--- src/rtl/multi_debouncer_if.sv ---
// Button bundle between board pins and control logic.
//   noisy         : raw asynchronous button levels (one bit per channel)
//   debounced     : 1 = pressed, after polarity correction
//   press_pulse   : one-cycle strobe on debounced 0->1
//   release_pulse : one-cycle strobe on debounced 1->0
//   long_press    : one-cycle strobe once per press after the hold time
// master drives the raw pins; slave is the debouncer.
interface multi_debouncer_if #(
    parameter int unsigned CHANNELS = 4
);
    logic [CHANNELS-1:0] noisy;
    logic [CHANNELS-1:0] debounced;
    logic [CHANNELS-1:0] press_pulse;
    logic [CHANNELS-1:0] release_pulse;
    logic [CHANNELS-1:0] long_press;

    modport master (
        output noisy,
        input  debounced,
        input  press_pulse,
        input  release_pulse,
        input  long_press
    );

    modport slave (
        input  noisy,
        output debounced,
        output press_pulse,
        output release_pulse,
        output long_press
    );
endinterface

--- src/rtl/multi_debouncer.sv ---
// Multi-channel button debouncer with per-channel polarity, press/release
// edge strobes and a long-press one-shot. All outputs are registered.
//   clk     : system clock
//   reset_n : asynchronous active-low reset, synchronous release
//   bus     : multi_debouncer_if slave (noisy in; debounced, press_pulse,
//             release_pulse, long_press out), CHANNELS bits each
module multi_debouncer #(
    parameter int unsigned         CHANNELS        = 4,
    parameter int unsigned         DEBOUNCE_CYCLES = 2000000,
    parameter int unsigned         HOLD_CYCLES     = 100000000,
    parameter int unsigned         SYNC_STAGES     = 2,
    parameter logic [CHANNELS-1:0] ACTIVE_LOW_MASK = {CHANNELS{1'b0}}
) (
    input  logic              clk,
    input  logic              reset_n,
    multi_debouncer_if.slave  bus
);
    localparam int unsigned CNT_W  = $clog2(DEBOUNCE_CYCLES);
    localparam int unsigned HOLD_W = $clog2(HOLD_CYCLES);

    localparam logic [CNT_W-1:0]  CNT_MAX   = CNT_W'(DEBOUNCE_CYCLES - 1);
    localparam logic [HOLD_W-1:0] HOLD_MAX  = HOLD_W'(HOLD_CYCLES - 1);
    localparam logic [HOLD_W-1:0] HOLD_FIRE = HOLD_W'(HOLD_CYCLES - 2);

    logic [CHANNELS-1:0] deb_vec;
    logic [CHANNELS-1:0] press_vec;
    logic [CHANNELS-1:0] release_vec;
    logic [CHANNELS-1:0] long_vec;

    assign bus.debounced     = deb_vec;
    assign bus.press_pulse   = press_vec;
    assign bus.release_pulse = release_vec;
    assign bus.long_press    = long_vec;

    for (genvar i = 0; i < CHANNELS; i++) begin : g_ch
        logic [SYNC_STAGES-1:0] sync_q, sync_d;
        logic [CNT_W-1:0]       cnt_q, cnt_d;
        logic [HOLD_W-1:0]      hold_q, hold_d;
        logic                   deb_q, deb_d;
        logic                   press_q, press_d;
        logic                   release_q, release_d;
        logic                   long_q, long_d;
        logic                   level_c;
        logic                   accept_c;

        // Next-state: synchroniser shift, stability counter, hold counter.
        always_comb begin
            sync_d    = {sync_q[SYNC_STAGES-2:0], bus.noisy[i]};
            cnt_d     = cnt_q;
            hold_d    = hold_q;
            deb_d     = deb_q;
            press_d   = 1'b0;
            release_d = 1'b0;
            long_d    = 1'b0;

            // Polarity-corrected synchronised level: 1 = pressed.
            level_c  = sync_q[SYNC_STAGES-1] ^ ACTIVE_LOW_MASK[i];
            accept_c = (level_c != deb_q) && (cnt_q == CNT_MAX);

            // Any agreement with the current debounced level restarts the count.
            if (level_c == deb_q) begin
                cnt_d = '0;
            end else if (accept_c) begin
                cnt_d = '0;
                deb_d = level_c;
            end else begin
                cnt_d = cnt_q + CNT_W'(1);
            end

            // Strobes are registered alongside the new debounced value.
            press_d   = accept_c & level_c;
            release_d = accept_c & ~level_c;

            // Hold counter saturates, so long_press fires once per press.
            if (!deb_q) begin
                hold_d = '0;
            end else if (hold_q != HOLD_MAX) begin
                hold_d = hold_q + HOLD_W'(1);
            end
            long_d = deb_q && (hold_q == HOLD_FIRE);
        end

        // State registers; synchroniser resets to the idle raw level.
        always_ff @(posedge clk or negedge reset_n) begin
            if (!reset_n) begin
                sync_q    <= {SYNC_STAGES{ACTIVE_LOW_MASK[i]}};
                cnt_q     <= '0;
                hold_q    <= '0;
                deb_q     <= 1'b0;
                press_q   <= 1'b0;
                release_q <= 1'b0;
                long_q    <= 1'b0;
            end else begin
                sync_q    <= sync_d;
                cnt_q     <= cnt_d;
                hold_q    <= hold_d;
                deb_q     <= deb_d;
                press_q   <= press_d;
                release_q <= release_d;
                long_q    <= long_d;
            end
        end

        assign deb_vec[i]     = deb_q;
        assign press_vec[i]   = press_q;
        assign release_vec[i] = release_q;
        assign long_vec[i]    = long_q;
    end
endmodule

--- src/flat_wrapper.sv ---
// flat-port wrapper written by rule: the top's interface ports become plain ports
module multi_debouncer_flat 
#(
    parameter int unsigned         CHANNELS        = 4,
    parameter int unsigned         DEBOUNCE_CYCLES = 2000000,
    parameter int unsigned         HOLD_CYCLES     = 100000000,
    parameter int unsigned         SYNC_STAGES     = 2,
    parameter logic [CHANNELS-1:0] ACTIVE_LOW_MASK = {CHANNELS{1'b0}}
)
  (clk, reset_n, bus_noisy, bus_debounced, bus_press_pulse, bus_release_pulse, bus_long_press);
  multi_debouncer_if #(.CHANNELS(CHANNELS)) bus_i ();
  input  logic clk;
  input  logic reset_n;
  input wire logic [$bits(bus_i.noisy)-1:0] bus_noisy;
  output wire logic [$bits(bus_i.debounced)-1:0] bus_debounced;
  output wire logic [$bits(bus_i.press_pulse)-1:0] bus_press_pulse;
  output wire logic [$bits(bus_i.release_pulse)-1:0] bus_release_pulse;
  output wire logic [$bits(bus_i.long_press)-1:0] bus_long_press;
  assign bus_i.noisy = bus_noisy;
  assign bus_debounced = bus_i.debounced;
  assign bus_press_pulse = bus_i.press_pulse;
  assign bus_release_pulse = bus_i.release_pulse;
  assign bus_long_press = bus_i.long_press;
  multi_debouncer #(.CHANNELS(CHANNELS), .DEBOUNCE_CYCLES(DEBOUNCE_CYCLES), .HOLD_CYCLES(HOLD_CYCLES), .SYNC_STAGES(SYNC_STAGES), .ACTIVE_LOW_MASK(ACTIVE_LOW_MASK)) u_core (.clk(clk), .reset_n(reset_n), .bus(bus_i));
endmodule
--- config.mk ---
export PLATFORM = sky130hd
export DESIGN_NAME = multi_debouncer_flat
export DESIGN_NICKNAME = d
export VERILOG_FILES = /design/src/rtl/multi_debouncer_if.sv /design/src/rtl/multi_debouncer.sv /design/src/flat_wrapper.sv
export SDC_FILE = /design/constraint.sdc
export NUM_CORES = 1
export LEC_CHECK = 0
export BUFFER_PORTS_ARGS = -buffer_cell sky130_fd_sc_hd__buf_2
export CAP_MARGIN = 20
export CORE_ASPECT_RATIO = 1.2
export CORE_MARGIN = 4
export CORE_UTILIZATION = 40
export CTS_BUF_LIST = sky130_fd_sc_hd__clkbuf_4
export DETAILED_ROUTE_END_ITERATION = 16
export SLEW_MARGIN = 20
export SYNTH_ARGS = -nofsm -noshare
export SYNTH_HDL_FRONTEND = slang
export SYNTH_SLANG_ARGS = --single-unit
--- constraint.sdc ---
create_clock -name clk -period 2.23 [get_ports clk]
set_clock_uncertainty 0.05 [all_clocks]
set_input_delay 0.223 -clock clk [delete_from_list [all_inputs] [get_ports clk]]
set_output_delay 0.223 -clock clk [all_outputs]
set_load 0.05 [all_outputs]
==> results.cfg, run 1 <==
[run_status]
status = complete, no violations

[sta]
fin_tns_setup_ns = 0
slew_headroom_pct = 65.3
final_hold_viol_count = 0
maxSlewViolCount = 0
fmaxAchievable_ghz = 0.481
finalCriticalPeriod_ns = 2.08
worstMarginPinSlew_ns = 0.516
fin_crit_sh_pct = 93.2
rsz0062_at_grt = false
setup_viol = 0

[job]
cap_violations = 0

[worst_hold_path]
worstHoldPathType = input pin to asynchronous set/reset pin

[routing]
avgViaCountPerCell = 5.17
via_count = 7986
dr.pass1.iters = 5
wirelength_mm = 20.6
postRouteAntennaNets = 0
drt-initial-drc-count = 367
drc = 0
routedWlPerCell_um = 13.3

[cts]
clk_pin_slew_ns = 0.07
insertion_delay_ns = 0.65
htreeDepth = 2
cts_buffers = 57
cts.sinks = 216
clock_path_buffers = 3
cts_root_buf = clkbuf_4
cts_tree = built

[placement]
hpwlAfterDp_mm = 13.7
port_buffers = 21
place_congestion = 0.835

[grt]
grt_max_degree = 64
use_met1_pct = 19.0
gr-usage-met2_pct = 23.4
busiest_layer = met2
grt_overflow = 0
antenna_found_initial = 1
met3_usage_pct = 3.42
grt_pass1_vias = 8017
grt_pass1_wl_mm = 36.8
track_usage_pct = 14.5

[setup_path]
worstPathMaxFanout = 4
rr_worst_depth = 5
r2r-end = u_core.g_ch[1].deb_q
endpoint = u_core.g_ch[1].deb_q
crit_chain = ha_1 -> nand4_1 -> or4_1 -> nor2_1 -> mux2_2
startpoint = u_core.g_ch[1].cnt_q[0]
endpoint_kind = flip-flop
crit_type = flip-flop to flip-flop
path_buf_inv = 0
crit_slowest_cell = or4_1
worstSetupStartpointType = flip-flop
rrSetupSlack_ns = 0.15
slowest_delay_ns = 0.60
cp_top_family = simple AND/OR/NAND/NOR gates
worstReg2RegStart = u_core.g_ch[1].cnt_q[0]
required_ns = 2.70
crit_cells = 5
critical_path_arrival_ns = 2.55

[power_and_ir_drop]
power.total_mw = 7.40
power.leakage_nw = 5.20
ir_worst_vdd_mv = 0.323
powerDensity_nw_per_um2 = 608

[synthesis]
syn_area_sq_um = 10700
ys.flop_type = dfrtp_1
syn_inst = 1093
syn-mean-instance-area_sq_um = 9.83
ys_types = 49
synth_nets = 1111
ys_seq_area_share_pct = 50.3
async_reset_ff_share_pct = 100
ys_warn_count = 0
synth_edf_count = 0
yosys_register_bits = 216

[floorplanning]
boundaryPins = 22
die-area_sq_um = 29600
die-width_um = 158
die_y_um = 188
placementRows = 65
start_util_pct = 40.8
core_area_sq_um = 26400

[final_layout]
final_common_cell = dfrtp_1
final_cell_mix = dfrtp_1 (216), nor2_1 (133), nand2_1 (91)
nets = 1188
areaGrowthSynthToFinish_pct = 13.1
drive_above_1_share_pct = 13.5
fill_cells = 2584
-- where the power goes --
group          internal, mW  switching, mW  total, mW
registers              3.94         0.0244       3.97
logic                0.0605          0.127      0.187
clock network          1.68           1.56       3.24
-- metal layers --
metal  share of wire (%)  vias up
li1                    -     3994
met1                  46     3845
met2                  48      106
met3                 3.7       41
met4                 2.3        0
met5                   0        -
-- per-stage QoR --
stage	hold WS, ns	cell area [sq um]	utilization [%]	std cells	worst slack [ns]
after floorplan	-0.123	10700	-	1093	0.154
after global placement	0.0955	11400	43.2	1440	0.179
after detailed placement	0.0992	11400	43.2	1440	0.124
after CTS	0.0534	12100	46.1	1544	0.107
after global routing	0.0828	12200	46.1	1545	0.00274
final	0.133	12200	46.1	1545	0.152
-- final cells by class --
type	count	area [sq um]	share of cell area, %
diodes	1	2.50	0.0206
well taps	335	419	3.45
inverters	24	90.1	0.741
multi-input cells	808	5030	41.4
clock buffers	82	616	5.06
clock inverters	16	67.6	0.556
flip-flops and latches	216	5410	44.5
repair buffers	63	526	4.32
-- how the worst min path moves through the flow --
stage / from / to / cells after the start
2_1_floorplan: reset_n / u_core.g_ch[0].cnt_q[0] / 0
3_3_place_gp: reset_n / u_core.g_ch[3].hold_q[7] / 1
3_5_place_dp: reset_n / u_core.g_ch[3].hold_q[16] / 1
4_1_cts: reset_n / u_core.g_ch[3].hold_q[16] / 3
5_1_grt: reset_n / u_core.g_ch[3].hold_q[7] / 3
6_report: reset_n / u_core.g_ch[3].hold_q[16] / 3
-- cells by family after synthesis --
kind of cell / count (synthesis) / share of synthesized area, %
AOI/OAI and AO/OA: 75 / 4.55
muxes: 14 / 1.35
xor gates and xnor gates: 141 / 11.5
buffers and inverters: 69 / 3.00
and+or+nand+nor: 566 / 27.9
adders and majority gates: 12 / 1.40
DFF: 216 / 50.3
-- worst reg2reg max path: cells and delay by family, from the launching register on --
family / cells / cell delay [ns]
DFF: 1 / 0.39
adders and majority gates: 1 / 0.24
muxes: 1 / 0.34
and+or+nand+nor: 3 / 0.95
-- timing repair --
item | CTS | global route
buffers inserted | 0 | 0
setup endpoints to repair | 0 | 3
endpoints found under the hold margin | 220 | 0
gates resized for setup | 0 | 2
hold buffers | 6 | 0
-- synth_stat cells, types with 3 or more instances --
cell type	count	area [sq um]
a21boi_0	10	75.1
a21oi_1	6	30.0
a31oi_1	9	56.3
and2_1	56	350
and3_1	16	100
and4_1	17	149
buf_2	3	15.0
buf_4	16	120
clkbuf_1	25	93.8
dfrtp_1	216	5410
ha_1	12	150
inv_1	23	86.3
mux2_2	4	45.0
mux2i_1	10	100
nand2_1	91	342
nand2b_1	14	87.6
nand3_1	54	270
nand4_1	63	394
nor2_1	133	499
nor2b_1	3	18.8
nor3_1	35	175
nor3b_1	5	37.5
nor4_1	30	188
nor4b_1	8	70.1
o211a_1	3	30.0
o211ai_1	4	30.0
o21a_1	3	22.5
o21ai_0	26	130
o31ai_1	7	52.6
o41ai_1	3	26.3
or2_2	4	25.0
or3_1	16	100
or3_2	3	22.5
or4_1	8	60.1
xnor2_1	72	631
xor2_1	69	604
-- sequential cells by signal, summed over array words and instances (netlist names) --
| name | count |
|---|---|
| u_core.g_ch.hold_q | 108 |
| u_core.g_ch.deb_q | 4 |
| u_core.g_ch.press_q | 4 |
| u_core.g_ch.cnt_q | 84 |
| u_core.g_ch.release_q | 4 |
| u_core.g_ch.long_q | 4 |
| u_core.g_ch.sync_q | 8 |
Note: power is estimated with default switching activity, not from simulation.
==> run 2: changes to the inputs <==
- ABC_AREA: unset -> 1
- SLEW_MARGIN: 20 -> 25
==> results.cfg, run 2 <==
[final_layout]
final_common_cell = nand2_1
largest_register_ffs = 108
final_cell_mix = nand2_1 (518), nor2_1 (405), dfrtp_1 (216)
drive_above_1_share_pct = 11.7
final_area_sq_um = 14000
biggestRegsByFlops = u_core.g_ch.hold_q: 108 flops, u_core.g_ch.cnt_q: 84 flops, u_core.g_ch.sync_q: 8 flops
top_register = u_core.g_ch.hold_q
post-route-util_pct = 44.8
fin_cells = 2307
nets = 1882
areaGrowthSynthToFinish_pct = 10.7

[power_and_ir_drop]
power_frac_comb_pct = 2.4
swShare_pct = 23.4
switchingPower_mw = 1.79
power.leakage_nw = 6.36
seqPwrFrac_pct = 52.0
p_clk_share_pct = 45.6
power.internal_mw = 5.84
ir_worst_vdd_mv = 0.313
power.total_mw = 7.63
powerDensity_nw_per_um2 = 545

[setup_path]
path_buf_inv = 2
rr_worst_depth = 8
worstPathMaxFanout = 15
worstReg2RegStart = u_core.g_ch[0].hold_q[0]
slowest_delay_ns = 0.38
endpoint_kind = output port
worstSetupStartpointType = flip-flop
crit_cells = 2
crit_chain = buf_4 -> buf_2
crit_type = flip-flop to output port
required_ns = 1.96
critical_path_arrival_ns = 1.61
cp_top_family = buffers and inverters
startpoint = u_core.g_ch[0].deb_q
crit_slowest_cell = dfrtp_1

[synthesis]
syn_inst = 1796
async_reset_ff_share_pct = 100
yosys_register_bits = 216
synth_edf_count = 0
synth_area_leader_cell = dfrtp_1
ys_types = 41
syn_area_sq_um = 12700
netlist_top_cells_area = dfrtp_1 (43%), nand2_1 (15%), nor2_1 (12%)
yosysTopAreaCellShare_pct = 42.7
yosysMostFrequentCell = nand2_1
synth_nets = 1814
ys_warn_count = 0
ys_seq_area_share_pct = 42.7
syn-mean-instance-area_sq_um = 7.05
synth_common_cells = nand2_1 (518), nor2_1 (405), dfrtp_1 (216), inv_1 (187), nand3_1 (142)
ys.flop_type = dfrtp_1

[worst_hold_path]
worstHoldPathType = input pin to asynchronous set/reset pin

[sta]
slew_headroom_pct = 61.6
whs_ns = 0.0394
worstMarginPinSlew_ns = 0.576
rsz0062_at_grt = false
final_hold_viol_count = 0
maxSlewViolCount = 0
fmaxAchievable_ghz = 0.530
setup_viol = 0
fin_ws_ns = 0.342
fin_tns_setup_ns = 0
finalCriticalPeriod_ns = 1.89
fin_crit_sh_pct = 84.7

[cts]
cts.sinks = 216
clock_path_buffers = 3
htreeDepth = 2
cts_hold_buf = 5
cts_buffers = 60
ctsResizeCount = 0
cts_setup_buffers = 0
clk_pin_slew_ns = 0.07
cts_tree = built
cts_root_buf = clkbuf_4
insertion_delay_ns = 0.71

[placement]
port_buffers = 21
hpwlAfterDp_mm = 21.4
post-place-cells = 2198
place_congestion = 0.901
place_ws_ns = 0.460
dpl_cell_area_sq_um = 13200

[routing]
drt-initial-drc-count = 575
via_count = 11100
dr.pass1.iters = 5
drc = 0
wirelength_mm = 29.0
routedWlPerCell_um = 12.6
avgViaCountPerCell = 4.82
postRouteAntennaNets = 0

[run_status]
status = complete, no violations

[floorplanning]
die_y_um = 203
die-width_um = 170
start_util_pct = 40.5
boundaryPins = 22
core_area_sq_um = 31300
placementRows = 71
die-area_sq_um = 34600

[grt]
antenna_found_initial = 1
grt_max_degree = 69
grt_overflow = 0
track_usage_pct = 17.2
grt_pass1_wl_mm = 50.3
grt_pass1_vias = 10900

[job]
cap_violations = 0
[run 2: cell types whose count changed after synthesis, sizes merged, moves of 24 or more]
cell,before,now
and2,56,0
inv,23,200
nand2,91,539
nand3,54,149
nand4,64,40
nor2,133,432
nor4,31,1
xnor2,72,19
xor2,69,37
[run 2: path summary, 6_finish.rpt]
kind | end | slack (ns)
setup / recovery | bus_debounced[0] | 0.34
hold / removal | u_core.g_ch[0].hold_q[0] | 0.04
setup reg to reg | u_core.g_ch[0].hold_q[8] | 0.45
hold reg to reg | u_core.g_ch[0].sync_q[1] | 0.25
max in group asynchronous | u_core.g_ch[2].cnt_q[18] | 1.41
min in group clk | u_core.g_ch[2].sync_q[0] | 0.12
[run 2: worst reg2reg max path, stage by stage (launching register included)]
cell and delay (ns):
dfrtp_1 0.46, ha_1 0.28, inv_1 0.11, nor2_4 0.17
nand2_4 0.10, nor2_4 0.13, nand3_2 0.20, nand2_1 0.12
inv_1 0.04
[run 2: cell type report]
class	count	area (sq um)
clock inverters	18	96.3
clock buffers	85	638
inverters	200	753
flip-flops and latches	216	5410
repair buffers	39	313
fillers	3302	17300
multi-input cells	1347	6300
diodes	1	2.50
well taps	401	502
[run 2: power by group through the flow]
stage | Clock (mW) | Sequential (mW) | Combinational (mW)
4_1_cts | 3.66 | 3.97 | 0.198
2_1_floorplan | 0 | 4.03 | 0.0630
3_5_place_dp | 0 | 4.04 | 0.190
5_1_grt | 3.86 | 3.97 | 0.221
6_report | 3.48 | 3.97 | 0.186
3_3_place_gp | 0 | 4.04 | 0.187
[run 2: kinds of logic after synthesis]
group | share of synthesized area (%)
buffers and inverters | 7.53
AOI/OAI and AO/OA | 2.31
adders and majority gates | 1.19
xor gates and xnor gates | 3.87
DFF | 42.7
and+or+nand+nor | 42.4
[run 2: routing by layer]
metal / GRT usage, % / routed length (um)
met2: 29.0 / 13700
met1: 22.1 / 13300
met3: 3.19 / 1180
met4: 6.16 / 858
met5: 0 / 0
